<file path="config.mk">
export PLATFORM = sky130hd
export DESIGN_NAME = mips_mc_control
export DESIGN_NICKNAME = d
export VERILOG_FILES = /design/src/rtl/mips_mc_control.sv
export SDC_FILE = /design/constraint.sdc
export NUM_CORES = 1
export LEC_CHECK = 0
export ABC_AREA = 1
export CAP_MARGIN = 20
export CORE_MARGIN = 5
export CORE_UTILIZATION = 43
export CTS_CLUSTER_SIZE = 25
export DETAILED_ROUTE_END_ITERATION = 8
export PLACE_DENSITY = 0.8
export SETUP_SLACK_MARGIN = 0.1
export SYNTH_ARGS = -nofsm -noshare
export SYNTH_HDL_FRONTEND = slang
export SYNTH_SLANG_ARGS = --single-unit
</file>
<file path="constraint.sdc">
create_clock -name clk_in -period 1.6 [get_ports clk_in]
set_input_delay 0.32 -clock clk_in [delete_from_list [all_inputs] [get_ports clk_in]]
set_output_delay 0.32 -clock clk_in [all_outputs]
set_load 0.03 [all_outputs]
</file>
<file path="src/rtl/mips_mc_control.sv">
// Multi-cycle MIPS control FSM with memory-wait timeout supervision.
// Define MIPS_MC_CTRL_TRAP_EN to vector illegal instructions through TRAP instead of halting.
module mips_mc_control #(
    parameter int ALU_W    = 4,
    parameter int WAIT_MAX = 15
) (
    input  logic             clk_in,
    input  logic             reset_n_in,
    input  logic [5:0]       op_in,
    input  logic [5:0]       func_in,
    input  logic             zero_in,
    input  logic             mem_ready_in,
    output logic             irWrite_out,
    output logic             pcWrite_out,
    output logic             iorD_out,
    output logic             memRead_out,
    output logic             memWrite_out,
    output logic             memToReg_out,
    output logic             regDst_out,
    output logic             regWrite_out,
    output logic             ALUSrcA_out,
    output logic             extCntrl_out,
    output logic [1:0]       ALUSrcB_out,
    output logic [1:0]       pcSrc_out,
    output logic [ALU_W-1:0] ALUCntrl_out,
    output logic [3:0]       state_out,
    output logic             timeout_out
);

    typedef enum logic [3:0] {
        FETCH  = 4'd0,
        DECODE = 4'd1,
        EXEC   = 4'd2,
        MEMADR = 4'd3,
        MEMRD  = 4'd4,
        MEMWB  = 4'd5,
        MEMWR  = 4'd6,
        ALUWB  = 4'd7,
        BRANCH = 4'd8,
        JUMP   = 4'd9,
`ifdef MIPS_MC_CTRL_TRAP_EN
        TRAP   = 4'd10,
`endif
        HALT   = 4'd11
    } state_t;

`ifdef MIPS_MC_CTRL_TRAP_EN
    localparam state_t ILLEGAL_DEST = TRAP;
`else
    localparam state_t ILLEGAL_DEST = HALT;
`endif

    localparam int CNT_W = (WAIT_MAX < 1) ? 1 : $clog2(WAIT_MAX + 1);
    // The last held cycle is the one on which the count of waited cycles reaches WAIT_MAX.
    localparam logic [CNT_W-1:0] WAIT_LAST = CNT_W'(WAIT_MAX - 1);

    localparam logic [5:0] OP_RTYPE = 6'h00;
    localparam logic [5:0] OP_J     = 6'h02;
    localparam logic [5:0] OP_BEQ   = 6'h04;
    localparam logic [5:0] OP_BNE   = 6'h05;
    localparam logic [5:0] OP_ADDI  = 6'h08;
    localparam logic [5:0] OP_SUBI  = 6'h0A;
    localparam logic [5:0] OP_ANDI  = 6'h0C;
    localparam logic [5:0] OP_ORI   = 6'h0D;
    localparam logic [5:0] OP_LUI   = 6'h0F;
    localparam logic [5:0] OP_LW    = 6'h23;
    localparam logic [5:0] OP_SW    = 6'h2B;

    localparam logic [ALU_W-1:0] ALU_AND = ALU_W'(4'b0000);
    localparam logic [ALU_W-1:0] ALU_OR  = ALU_W'(4'b0001);
    localparam logic [ALU_W-1:0] ALU_ADD = ALU_W'(4'b0010);
    localparam logic [ALU_W-1:0] ALU_SUB = ALU_W'(4'b0110);
    localparam logic [ALU_W-1:0] ALU_SLT = ALU_W'(4'b0111);
    localparam logic [ALU_W-1:0] ALU_SLL = ALU_W'(4'b1000);
    localparam logic [ALU_W-1:0] ALU_SRL = ALU_W'(4'b1001);
    localparam logic [ALU_W-1:0] ALU_LUI = ALU_W'(4'b1111);

    state_t             state;
    state_t             next_state;
    logic [CNT_W-1:0]   wait_cnt;
    logic               held;
    logic               timeout_hit;
    logic               wait_expired;
    logic               func_legal;
    logic [ALU_W-1:0]   func_alu;

    always_ff @(posedge clk_in or negedge reset_n_in) begin
        if (!reset_n_in) begin
            state       <= FETCH;
            wait_cnt    <= '0;
            timeout_out <= 1'b0;
        end else begin
            state       <= next_state;
            wait_cnt    <= held ? wait_cnt + 1'b1 : '0;
            timeout_out <= timeout_out | timeout_hit;
        end
    end

    always_comb begin
        func_legal = 1'b1;
        func_alu   = ALU_ADD;
        case (func_in)
            6'h00:   func_alu = ALU_SLL;
            6'h02:   func_alu = ALU_SRL;
            6'h20:   func_alu = ALU_ADD;
            6'h22:   func_alu = ALU_SUB;
            6'h24:   func_alu = ALU_AND;
            6'h25:   func_alu = ALU_OR;
            6'h2A:   func_alu = ALU_SLT;
            default: func_legal = 1'b0;
        endcase
    end

    // A ready arriving on the last allowed cycle counts as completion, not timeout.
    assign wait_expired = !mem_ready_in && (wait_cnt == WAIT_LAST);

    always_comb begin
        next_state   = state;
        held         = 1'b0;
        timeout_hit  = 1'b0;
        irWrite_out  = 1'b0;
        pcWrite_out  = 1'b0;
        iorD_out     = 1'b0;
        memRead_out  = 1'b0;
        memWrite_out = 1'b0;
        memToReg_out = 1'b0;
        regDst_out   = 1'b0;
        regWrite_out = 1'b0;
        ALUSrcA_out  = 1'b0;
        extCntrl_out = 1'b0;
        ALUSrcB_out  = 2'b00;
        pcSrc_out    = 2'b00;
        ALUCntrl_out = ALU_ADD;

        case (state)
            FETCH: begin
                memRead_out = 1'b1;
                ALUSrcB_out = 2'b01;
                irWrite_out = mem_ready_in;
                pcWrite_out = mem_ready_in;
                if (mem_ready_in) begin
                    next_state = DECODE;
                end else if (wait_expired) begin
                    next_state  = HALT;
                    timeout_hit = 1'b1;
                end else begin
                    held = 1'b1;
                end
            end
            DECODE: begin
                ALUSrcB_out  = 2'b11;
                extCntrl_out = 1'b1;
                case (op_in)
                    OP_RTYPE:                                  next_state = func_legal ? EXEC : ILLEGAL_DEST;
                    OP_ADDI, OP_SUBI, OP_ANDI, OP_ORI, OP_LUI: next_state = EXEC;
                    OP_LW, OP_SW:                              next_state = MEMADR;
                    OP_BEQ, OP_BNE:                            next_state = BRANCH;
                    OP_J:                                      next_state = JUMP;
                    default:                                   next_state = ILLEGAL_DEST;
                endcase
            end
            EXEC: begin
                ALUSrcA_out = 1'b1;
                next_state  = ALUWB;
                if (op_in == OP_RTYPE) begin
                    ALUCntrl_out = func_alu;
                end else begin
                    ALUSrcB_out = 2'b10;
                    case (op_in)
                        OP_SUBI: begin ALUCntrl_out = ALU_SUB; extCntrl_out = 1'b1; end
                        OP_ANDI: ALUCntrl_out = ALU_AND;
                        OP_ORI:  ALUCntrl_out = ALU_OR;
                        OP_LUI:  ALUCntrl_out = ALU_LUI;
                        default: begin ALUCntrl_out = ALU_ADD; extCntrl_out = 1'b1; end
                    endcase
                end
            end
            ALUWB: begin
                regWrite_out = 1'b1;
                regDst_out   = (op_in == OP_RTYPE);
                next_state   = FETCH;
            end
            MEMADR: begin
                ALUSrcA_out  = 1'b1;
                ALUSrcB_out  = 2'b10;
                extCntrl_out = 1'b1;
                next_state   = (op_in == OP_SW) ? MEMWR : MEMRD;
            end
            MEMRD: begin
                memRead_out = 1'b1;
                iorD_out    = 1'b1;
                if (mem_ready_in) begin
                    next_state = MEMWB;
                end else if (wait_expired) begin
                    next_state  = HALT;
                    timeout_hit = 1'b1;
                end else begin
                    held = 1'b1;
                end
            end
            MEMWB: begin
                regWrite_out = 1'b1;
                memToReg_out = 1'b1;
                next_state   = FETCH;
            end
            MEMWR: begin
                memWrite_out = 1'b1;
                iorD_out     = 1'b1;
                if (mem_ready_in) begin
                    next_state = FETCH;
                end else if (wait_expired) begin
                    next_state  = HALT;
                    timeout_hit = 1'b1;
                end else begin
                    held = 1'b1;
                end
            end
            BRANCH: begin
                ALUSrcA_out  = 1'b1;
                ALUCntrl_out = ALU_SUB;
                pcSrc_out    = 2'b01;
                pcWrite_out  = (op_in == OP_BNE) ? !zero_in : zero_in;
                next_state   = FETCH;
            end
            JUMP: begin
                pcSrc_out   = 2'b10;
                pcWrite_out = 1'b1;
                next_state  = FETCH;
            end
`ifdef MIPS_MC_CTRL_TRAP_EN
            TRAP: begin
                pcSrc_out   = 2'b10;
                pcWrite_out = 1'b1;
                next_state  = FETCH;
            end
`endif
            HALT:    next_state = HALT;
            default: next_state = HALT;
        endcase

        // During reset the FSM sits in FETCH, but must not load IR/PC from a stale ready.
        if (!reset_n_in) begin
            irWrite_out = 1'b0;
            pcWrite_out = 1'b0;
        end
    end

    assign state_out = state;

endmodule

</file>
==> impl_results.md, run 1 <==
* Cell count after synthesis at 160
* Register area share after synthesis at 23.3%
* Post-Syn Area at 966 um2
* Horiz. Die Dim at 57.4 um
* Asr flop ratio synth at 100%
* GP Congestion at 0.934
* Stop stage: clock tree synthesis (4_1_cts)
* Synthesized net count at 178
* Setup Buffers After CTS at 35
* H-tree depth at 1
* Seq cells post-synth at 9
* Top cells by count, synth: nand2_1 (31), inv_1 (27), nor2_1 (27), nand3_1 (18), dfrtp_1 (9)
* Stop Error: [ERROR DPL-0038] Utilization greater than 100%, impossible to legalize
* Clock Path Buffers at 2
* Cell taking the most area after synthesis: dfrtp_1
* Top cells by area, synth: dfrtp_1 (23%), nand2_1 (12%), inv_1 (10%)
* I/O pin count at 39
* Hold buffer count at CTS at 0
* Number of distinct library cells after synthesis at 27
* Post-synth top flop: dfrtp_1
* Top-area cell type share of the netlist area at 23.3%
* Sink Count at 9
* Root Buffer: clkbuf_4
* FP Rows at 17
* Post-DP HPWL at 2670 um
* Die Y at 57.4 um
* Status: aborted with a tool error
* EDFF count, synth at 0
* # port buffers at 38
* Synth Warn # at 0
* Initial core utilization at 44.5%
* Syn Area/Cell at 6.04 um2
* Top-count cell post-synth: nand2_1
* Total CTS buffers at 3
* # resized after CTS at 129
==> stage by stage <==
step	hold slack (ns)	setup WS [ns]	std cells	cell area, um2
2_1_floorplan	0.0244	-0.244	160	1070
3_3_place_gp	0.464	-0.509	261	1710
3_5_place_dp	0.468	-0.545	261	1710
==> logic make-up after synthesis <==
family / share of synthesized area (%)
and+or+nand+nor: 49.1
buffers and inverters: 12.3
AOI/OAI and AO/OA: 10.9
DFF: 23.3
xor gates and xnor gates: 1.81
adders and majority gates: 2.59
==> run 2, diff against run 1 <==
Settings changed: CORE_AREA set to 5 5 66 68, CORE_MARGIN 5 to not set, CORE_UTILIZATION 43 to not set, CTS_CLUSTER_SIZE 25 to not set, DIE_AREA set to 0 0 71 73, PLACE_DENSITY 0.8 to not set, PLACE_DENSITY_LB_ADDON set to 0.15, SETUP_SLACK_MARGIN 0.1 to not set.
==> impl_results.md, run 2 <==
* Status: finished with violations
* Failing checks: setup timing
* EDFF count, synth at 0 (unchanged)
* # port buffers at 38 (unchanged)
* CTS tree: yes
* Detailed Route WL at 3850 um
* Vias in the first global route at 1481
* Final Hold Vio Count at 0
* Post-Syn Area at 966 um2 (unchanged)
* Pre-antenna DRT Iters at 5
* Total CTS buffers at 3 (unchanged)
* Max transition margin at 78.4%
* Internal at 1.64 mW
* Fmax at 538 MHz
* GRT overflow at 0
* Worst VDD drop at 1.11 mV
* 1st-iter DRT viols at 48
* Crit path largest cell delay at 0.42 ns
* Post-synth top flop: dfrtp_1
* Mux cell area share after synthesis at 0% (unchanged)
* RSZ-0062 raised after global routing: true
* Critical path buffers and inverters at 4
* Slew Limit Fails at 0
* # diodes at 0
* Placed cell areas at 1730 um2 (+1.2%)
* Clk network pwr share at 8.2%
* Critical path type: flip-flop to output pin
* Compound-cell area share of the yosys netlist at 10.9% (unchanged)
* Share of cells above drive strength 1 at 59.9%
* P_sw at 1.59 mW
* FP Rows at 23 (+6)
* Core Region at 3800 um2
* Worst-margin pin slew at 0.323 ns
* Leak at 1.10 nW
* Sequential Power Share at 11.8%
* Largest net degree at the start of global routing at 10
* Root Buffer: clkbuf_8
* Via/cell ratio at 4.45
* Worst setup path start: state_out[3]
* Asr flop ratio synth at 100% (unchanged)
* Initial core utilization at 25.4% (-19 points)
* Register area at 230 um2
* Die Y at 73 um (+27%)
* Clock Path Buffers at 2 (unchanged)
* Synth Area in XOR/XNOR at 1.81% (unchanged)
* Place WS at -0.516 ns (+0.0292 ns)
* Largest family of logic cells by synthesized area: simple AND/OR/NAND/NOR gates
* Clk_skew at 0.00105 ns
* Top-area cell type share of the netlist area at 23.3% (unchanged)
* Cell taking the most area after synthesis: dfrtp_1
* Cell count after synthesis at 160 (unchanged)
* Post-DP HPWL at 2700 um (+1.2%)
* Total track usage at 15.8%
* Pwr Total at 3.23 mW
* Horiz. Die Dim at 71 um (+24%)
* Sink Count at 9 (unchanged)
* Logic gate share of total power at 80.0%
* Cell breakdown of the critical path: nor2_4 > inv_2 > nor2_4 > buf_4 > nand2_2 > buf_4 > o21ai_4 > buf_6
* H-tree depth at 1 (unchanged)
* Reg2reg start: state_out[3]
* Top cells by area, synth: dfrtp_1 (23%), nand2_1 (12%), inv_1 (10%)
* Worst path arrival time at 1.54 ns
* Switching share of total power at 49.1%
* # fillers at 356
* Max Cap Viol at 0
* Post-route worst setup slack at -0.259 ns
* Tmin final at 1.86 ns
* Post-route ant nets at 0
* Final worst-path cycle share at 116%
* DRC at 0
* Top-count cell post-synth: nand2_1
* First-pass GRT wire length at 6560 um
* Register area share after synthesis at 23.3% (unchanged)
* Data required, critical path at 1.28 ns
* Top cells by count, synth: nand2_1 (31), inv_1 (27), nor2_1 (27), nand3_1 (18), dfrtp_1 (9)
* Seq cells post-synth at 9 (unchanged)
* I/O pin count at 39 (unchanged)
* Hold crit path type: primary input to asynchronous set/reset pin
* CP Capture Type: output pin
* Worst path depth at 8
* Most frequent cells in the layout: buf_4 (43), buf_6 (39), nand2_1 (23), inv_1 (19), nand3_1 (15)
* Later-pin clock latency in the skew report at 0.23 ns
* Worst Setup EP: extCntrl_out
* Synthesized net count at 178 (unchanged)
* Max FO, Critical Path at 2
* Initial antenna violation count at 0
* Worst path slowest cell: dfrtp_2
* Hold buffer count at CTS at 0 (unchanged)
* GP Congestion at 0.799 (-14%)
* R2r setup slk at 0.17 ns
* Avg WL per Cell at 12.3 um
* Simple-Gate Fraction of Synth Area at 49.1% (unchanged)
* Total negative slack at -1.94 ns
* Post-synthesis adder-cell area fraction at 2.59% (unchanged)
* Number of distinct library cells after synthesis at 27 (unchanged)
* Finished Core Util at 59.7%
* Reg2reg end: state_out[2]
* Via count at 1387
* Synth Warn # at 0 (unchanged)
* R2R cell count at 9
* Nets at 281
* CP top delay family: buffers and inverters
* P per Cell Area at 1420 nW/um2
* Syn Area/Cell at 6.04 um2 (unchanged)
* Final setup fails at 13
* CP startpoint kind: flip-flop
* Commonest non-fill, non-tap cell in the layout: buf_4
* Multi-input logic area at 897 um2
* Finished Cell Area at 2270 um2
* DIE AREA at 5180 um2
* Clock slew at reported path FFs at 0.05 ns
* Area growth, synth to finish at 135%
[run 2: cell counts after synthesis]
No cell type changed its count.
[run 2: power by group through the flow]
stage | sequential [mW] | combinational (mW) | clock, mW
4_1_cts | 0.380 | 2.41 | 0.274
6_report | 0.381 | 2.58 | 0.264
5_1_grt | 0.387 | 2.74 | 0.289
3_3_place_gp | 0.368 | 1.89 | 0
3_5_place_dp | 0.370 | 1.90 | 0
2_1_floorplan | 0.505 | 0.968 | 0
[run 2: worst register-to-register path, cell delays in order, from the launching register on]
cell	delay, ns
dfrtp_2	0.42
buf_6	0.14
inv_8	0.08
nand2_8	0.07
buf_4	0.14
o21ai_2	0.14
nand2_4	0.09
o21ai_2	0.09
nand3_1	0.10
nand2_1	0.09
[run 2: worst min-delay path by stage]
stage / from / to / slack [ns] / depth (start not counted)
after floorplan: reset_n_in / state_out[0] / 0.02 / 0
after detailed placement: timeout_out / timeout_out / 0.46 / 1
final: reset_n_in / wait_cnt[2] / 0.42 / 2
after global placement: timeout_out / timeout_out / 0.47 / 1
after CTS: reset_n_in / state_out[0] / 0.42 / 2
after global routing: reset_n_in / wait_cnt[2] / 0.46 / 2
[run 2: stage by stage]
step / cells / hold slack (ns)
6_report: 312 / 0.422
3_3_place_gp: 284 / 0.470
2_1_floorplan: 160 / 0.0244
4_1_cts: 310 / 0.418
5_1_grt: 312 / 0.459
3_5_place_dp: 284 / 0.465
[run 2: final cells by class]
type	instances	share of cell area (%)
clock buffers	4	1.99
flip-flops and latches	9	10.2
inverters	31	5.80
well taps	50	2.76
multi-input cells	120	39.6
repair buffers	98	39.7
[run 2: cell families after synthesis]
group,after synthesis
buffers and inverters,31
DFF,9
adders and majority gates,2
and+or+nand+nor,98
xor gates and xnor gates,2
AOI/OAI and AO/OA,18
[run 2: layer usage]
metal	share of wire [%]	routed length, um	global-route usage [%]
met3	4.3	165	2.48
met5	0	0	0
met2	52	2010	28.6
met1	40	1540	17.7
met4	3.3	128	8.14
[run 2: repair_timing]
item | in CTS | in global routing
cloned | 0 | 0
gates resized for setup | 125 | 18
setup endpoints to repair | 22 | 20
setup buffers | 24 | 6
pin swaps | 28 | 8
endpoints found under the hold margin | 0 | 0
(Power assumes the default switching activity.)
==> run 3, diff against run 2 <==
Settings changed: SETUP_SLACK_MARGIN set to 0.05.
==> impl_results.md, run 3 (synthesis gave the netlist of run 2 again) <==
* Status: finished with violations
* Failing checks: setup timing
* Later-pin clock latency in the skew report at 0.24 ns (about the same)
* I/O pin count at 39 (unchanged)
* R2r setup slk at 0.09 ns (-0.08 ns)
* # port buffers at 38 (unchanged)
* Initial core utilization at 25.4% (unchanged)
* Worst path slowest cell: dfrtp_2
* Register area at 230 um2 (unchanged)
* 1st-iter DRT viols at 56 (+17%)
* Critical path type: flip-flop to output pin
* CP startpoint kind: flip-flop
* Share of cells above drive strength 1 at 62.6% (+2.7 points)
* Switching share of total power at 49.4% (+0.26 points)
* Clk network pwr share at 8.0% (-0.2 points)
* # diodes at 0 (unchanged)
* Worst path arrival time at 1.56 ns (+0.02 ns)
* Multi-input logic area at 970 um2 (+8.1%)
* First-pass GRT wire length at 6680 um (+1.8%)
* # fillers at 346 (-2.8%)
* Vias in the first global route at 1553 (+4.9%)
* Most frequent cells in the layout: buf_4 (45), buf_6 (34), nand2_1 (23), inv_1 (20), nor2_4 (17)
* Initial antenna violation count at 0 (unchanged)
* Via count at 1400 (+0.94%)
* Fmax at 531 MHz (-1.2%)
* CP Capture Type: output pin
* P_sw at 1.67 mW (+5.0%)
* Worst hold slack at 0.442 ns (+0.0194 ns)
* Logic gate share of total power at 81.5% (+1.5 points)
* Final worst-path cycle share at 118% (+1.5 points)
* GRT overflow at 0 (unchanged)
* Max transition margin at 79.4% (+0.92 points)
* Clock slew at reported path FFs at 0.05 ns (about the same)
* Die Y at 73 um (unchanged)
* Clk_skew at 0.000713 ns (-0.000341 ns)
* Most used cell along the critical path: buf_6
* Commonest non-fill, non-tap cell in the layout: buf_4
* Sequential Power Share at 10.5% (-1.3 points)
* Total track usage at 16.1% (+0.36 points)
* Crit path largest cell delay at 0.41 ns (about the same)
* DIE AREA at 5180 um2 (unchanged)
* Via/cell ratio at 4.49 (+0.94%)
* Tmin final at 1.88 ns (+0.0232 ns)
* Leak at 1.10 nW (-0.24%)
* H-tree depth at 1 (unchanged)
* Core Region at 3800 um2 (unchanged)
* Finished Core Util at 61.7% (+2.0 points)
* Post-route ant nets at 0 (unchanged)
* Worst-margin pin slew at 0.309 ns (-0.0142 ns)
* Largest net degree at the start of global routing at 10 (unchanged)
* Data required, critical path at 1.28 ns (about the same)
* CP top delay family: buffers and inverters
* Worst VDD drop at 1.38 mV (+24%)
* Hold crit path type: primary input to asynchronous set/reset pin
* CTS tree: yes
* Detailed Route WL at 4060 um (+5.4%)
* GP Congestion at 0.844 (+5.6%)
* Clock Path Buffers at 2 (unchanged)
* P per Cell Area at 1440 nW/um2 (+1.1%)
* Nets at 281 (unchanged)
* Cell breakdown of the critical path: buf_6 > nor2_4 > inv_2 > nor3_4 > buf_4 > inv_4 > o21ai_2 > buf_6
* Internal at 1.71 mW (+4.0%)
* Total CTS buffers at 3 (unchanged)
* Critical path buffers and inverters at 5 (+1)
* Post-route worst setup slack at -0.283 ns (-0.0232 ns)
* Horiz. Die Dim at 71 um (unchanged)
* Final Hold Vio Count at 0 (unchanged)
* Max FO, Critical Path at 3 (+1)
* Area growth, synth to finish at 142%
* Max Cap Viol at 0 (unchanged)
* Slew Limit Fails at 0 (unchanged)
* Final setup fails at 16 (+3)
* DRC at 0 (unchanged)
* Sink Count at 9 (unchanged)
* Root Buffer: clkbuf_8
* FP Rows at 23 (unchanged)
* RSZ-0062 raised after global routing: true
* Pre-antenna DRT Iters at 4 (-1)
* Avg WL per Cell at 13.0 um (+5.4%)
* Post-DP HPWL at 2880 um (+6.7%)
-- run 3: cell types whose count changed in the layout (fill, tap and decap cells not counted), moves of 2 or more --
cell	before	now
buf_6	39	34
o21ai_2	5	2
nor2_4	11	17
nor2_2	11	8
nor2_1	13	10
o21ai_4	1	5
buf_12	0	2
buf_2	2	4
dlygate4sd2_1	8	5
buf_4	43	45
-- run 3: through the flow --
stage               instances  setup WS [ns]  total power [mW]  TNS, ns  area [um2]
floorplan                 160         -0.244              1.47   -0.717        1060
global placement          290         -0.823              2.35    -5.48        1800
detailed placement        290         -0.879              2.38    -5.61        1800
CTS                       310         -0.370              3.07    -2.86        2180
global route              312         -0.378              3.57    -3.36        2340
finish                    312         -0.283              3.37    -2.17        2340
-- run 3: worst register-to-register path: stages (launching register included) --
cell and delay [ns]:
dfrtp_2 0.42, buf_6 0.14, inv_8 0.08, nand2_8 0.06, buf_12 0.14, buf_4 0.13
o21ai_4 0.14, nand2_4 0.10, inv_4 0.08, a21oi_1 0.06, nand3_1 0.09
-- run 3: routing by layer --
metal  vias up  global-route usage [%]  part of all wire (%)
met3        12                    2.34                   3.9
met2        31                    32.1                    54
li1        709                       -                     -
met5         -                       0                     0
met1       648                    16.6                    39
met4         0                    6.68                   3.4
-- run 3: final cells by class --
class / count / area share [%]
Inverter: 31 / 5.50
Multi-Input combinational cell: 120 / 41.4
Tap cell: 50 / 2.67
Timing Repair Buffer: 98 / 38.7
Sequential cell: 9 / 9.83
Clock buffer: 4 / 1.92
-- run 3: timing repair --
action	in CTS	in global routing
resized for setup	122	48
hold buffers	0	0
setup endpoints to repair	25	28
pin swaps	26	19
setup buffers	17	5
-- run 3: power groups by stage --
stage | Clock [mW] | Combinational, mW | Sequential, mW
6_report | 0.271 | 2.75 | 0.353
4_1_cts | 0.282 | 2.44 | 0.348
5_1_grt | 0.299 | 2.91 | 0.364
3_5_place_dp | 0 | 2.04 | 0.340
2_1_floorplan | 0 | 0.968 | 0.505
3_3_place_gp | 0 | 2.02 | 0.338
-- run 3: path summary, 6_finish.rpt --
check,from,endpoint,cells after the start
worst max register to register,state_out[3],state_out[1],10
worst min register to register,timeout_out,timeout_out,1
max in group asynchronous,reset_n_in,state_out[0],2
worst max-delay path,state_out[1],ALUCntrl_out[2],8
min in group clk_in,timeout_out,timeout_out,1
worst min-delay path,reset_n_in,wait_cnt[3],2
==> RTL edit: new RTL, config.mk and constraints of run 2 <==
Register the output `ALUCntrl_out`; this adds one clock of latency there. The other outputs are not delayed to match.
--- a/src/rtl/mips_mc_control.sv
+++ b/src/rtl/mips_mc_control.sv
@@ -76,4 +76,6 @@
     localparam logic [ALU_W-1:0] ALU_LUI = ALU_W'(4'b1111);
 
+    logic [ALU_W-1:0] ALUCntrl_d;
+
     state_t             state;
     state_t             next_state;
@@ -131,5 +133,5 @@
         ALUSrcB_out  = 2'b00;
         pcSrc_out    = 2'b00;
-        ALUCntrl_out = ALU_ADD;
+        ALUCntrl_d = ALU_ADD;
 
         case (state)
@@ -164,13 +166,13 @@
                 next_state  = ALUWB;
                 if (op_in == OP_RTYPE) begin
-                    ALUCntrl_out = func_alu;
+                    ALUCntrl_d = func_alu;
                 end else begin
                     ALUSrcB_out = 2'b10;
                     case (op_in)
-                        OP_SUBI: begin ALUCntrl_out = ALU_SUB; extCntrl_out = 1'b1; end
-                        OP_ANDI: ALUCntrl_out = ALU_AND;
-                        OP_ORI:  ALUCntrl_out = ALU_OR;
-                        OP_LUI:  ALUCntrl_out = ALU_LUI;
-                        default: begin ALUCntrl_out = ALU_ADD; extCntrl_out = 1'b1; end
+                        OP_SUBI: begin ALUCntrl_d = ALU_SUB; extCntrl_out = 1'b1; end
+                        OP_ANDI: ALUCntrl_d = ALU_AND;
+                        OP_ORI:  ALUCntrl_d = ALU_OR;
+                        OP_LUI:  ALUCntrl_d = ALU_LUI;
+                        default: begin ALUCntrl_d = ALU_ADD; extCntrl_out = 1'b1; end
                     endcase
                 end
@@ -218,5 +220,5 @@
             BRANCH: begin
                 ALUSrcA_out  = 1'b1;
-                ALUCntrl_out = ALU_SUB;
+                ALUCntrl_d = ALU_SUB;
                 pcSrc_out    = 2'b01;
                 pcWrite_out  = (op_in == OP_BNE) ? !zero_in : zero_in;
@@ -248,4 +250,8 @@
     assign state_out = state;
 
+    always_ff @(posedge clk_in) begin
+        ALUCntrl_out <= ALUCntrl_d;
+    end
+
 endmodule
 
Behaviour: not the same (Yosys sat finds a counterexample within 4 cycles, from zero or initial values and one cycle with reset_n_in low).
==> RTL edit against run 2 <==
- the run still ends with negative setup slack left
- synthesized cell count is 2.5% higher
- non-clock buffer count decreased by 12
- total power decreased by 7.7%
- count of clock-buffer cells in the layout stayed put
- final area down 7.8%
- synthesized area increased by 8.3%
- sequential cell count rose by 4
- wire length fell by 8.9%
- worst setup slack gained 0.069 ns
==> RTL edit: results (changes against run 2) <==
Status
  – Status: complete, but fails checks
  – Failing checks: negative setup slack

Power and ir drop
  – Pint: 0.00154 W (-6.5%)
  – Pleak: 1.03 nW (-6.9%)
  – VDD IR max: 393 µV (-65%)
  – Comb pwr share: 73.8% (-6.2 points)

Synthesis
  – Sequential area share after synthesis: 29.2% (+5.9 points)
  – Synth unique cells: 28 (+3.7%)
  – Xor and xnor area share after synthesis: 1.67% (-0.14 points)
  – Synth top area cells: dfrtp_1 22%, nand2_1 11%, inv_1 9.7%, nor2_1 9.7%, nand3_1 8.6%
  – Compound-Gate Fraction of Synth Area: 10.0% (-0.83 points)
  – Synth Area in Adders: 2.39% (-0.20 points)
  – Synth async-reset ratio: 69.2% (-31 points)
  – Net Count, Synth: 182 (+2.2%)

Cells and area
  – Filler Cells Inserted: 372 (+4.5%)
  – Fraction of layout instances using a drive strength above 1: 46.1% (-14 points)
  – Synth-to-Final Area Change: 99.6%

Placed design
  – Post-DP HPWL: 2.72 mm (+0.74%)
  – Post-DP Area: 1790 µm² (+3.8%)
  – Global placement routability congestion: 0.813 (+1.7%)

Critical path
  – Critical path's top delay family: simple AND/OR/NAND/NOR gates
  – R2R cell count: 10 (+1)
  – CP arrival: 1.47 ns (-0.07 ns)

Route
  – Initial DRC Count: 92 (+92%)
  – Drt pass-1 iters: 4 (-1)
  – Final wirelength: 3.51 mm (-8.9%)
  – Via count: 1381 (-0.43%)

Global routing
  – Routing usage on met3: 3.99% (+1.5 points)
  – Met1 usage: 14.6% (-3.2 points)
  – Routing usage on met2: 27.7% (-0.93 points)
  – Global-route wire length before repair: 5.95 mm (-9.4%)

STA
  – # setup viols final: 10 (-3)
  – Final WS setup: -0.190 ns (+0.0689 ns)
  – Final Skew: 0.00614 ns (+0.00509 ns)
  – Slew @ Worst Pin: 0.315 ns (-0.00827 ns)

Clock tree
  – TritonCTS Buffers: 3 (unchanged)
-- RTL edit: logic make-up (layout without fill, tap and decap cells) --
group,after synthesis,in the layout
buffers and inverters,31,121
xor gates and xnor gates,2,2
AOI/OAI and AO/OA,18,18
DFF,13,13
adders and majority gates,2,2
and+or+nand+nor,98,98
-- RTL edit: metrics by stage --
| stage | hold slack [ns] | worst slack (ns) | std cells | power, W |
|---|---|---|---|---|
| CTS | 0.415 | -0.225 | 299 | 0.00270 |
| floorplan | 0.0244 | -0.244 | 164 | 0.00156 |
| finish | 0.414 | -0.190 | 304 | 0.00298 |
| global placement | 0.463 | -0.353 | 286 | 0.00233 |
| detailed placement | 0.466 | -0.386 | 286 | 0.00235 |
| global route | 0.434 | -0.276 | 304 | 0.00317 |
-- RTL edit: routing by layer --
layer,part of all wire (%),vias up,wire length [µm]
met5,0,-,0
met2,54,41,1900
met4,1.9,0,65
met1,39,629,1360
li1,-,702,-
met3,5.2,9,183
-- RTL edit: final cells by class --
class	count	area share (%)
Sequential cell	13	14.9
Clock buffer	4	2.16
Multi-Input combinational cell	120	37.2
Inverter	31	5.93
Tap cell	50	3.00
Timing Repair Buffer	86	36.8
-- RTL edit: what timing repair did --
item	4_1_cts	5_1_grt
cloned	0	0
endpoints found under the setup margin	16	14
setup buffers	9	5
resized for setup	38	24
pin swaps	9	8
endpoints found under the hold margin	0	0
-- RTL edit: final timing paths --
| check | startpoint | to | slack (ns) |
|---|---|---|---|
| min in group clk_in | timeout_out | timeout_out | 0.47 |
| min reg2reg | timeout_out | timeout_out | 0.47 |
| max in group asynchronous | reset_n_in | state_out[0] | 1.03 |
| min | reset_n_in | state_out[3] | 0.41 |
| max | state_out[0] | pcWrite_out | -0.19 |
| max reg2reg | state_out[2] | state_out[1] | 0.07 |
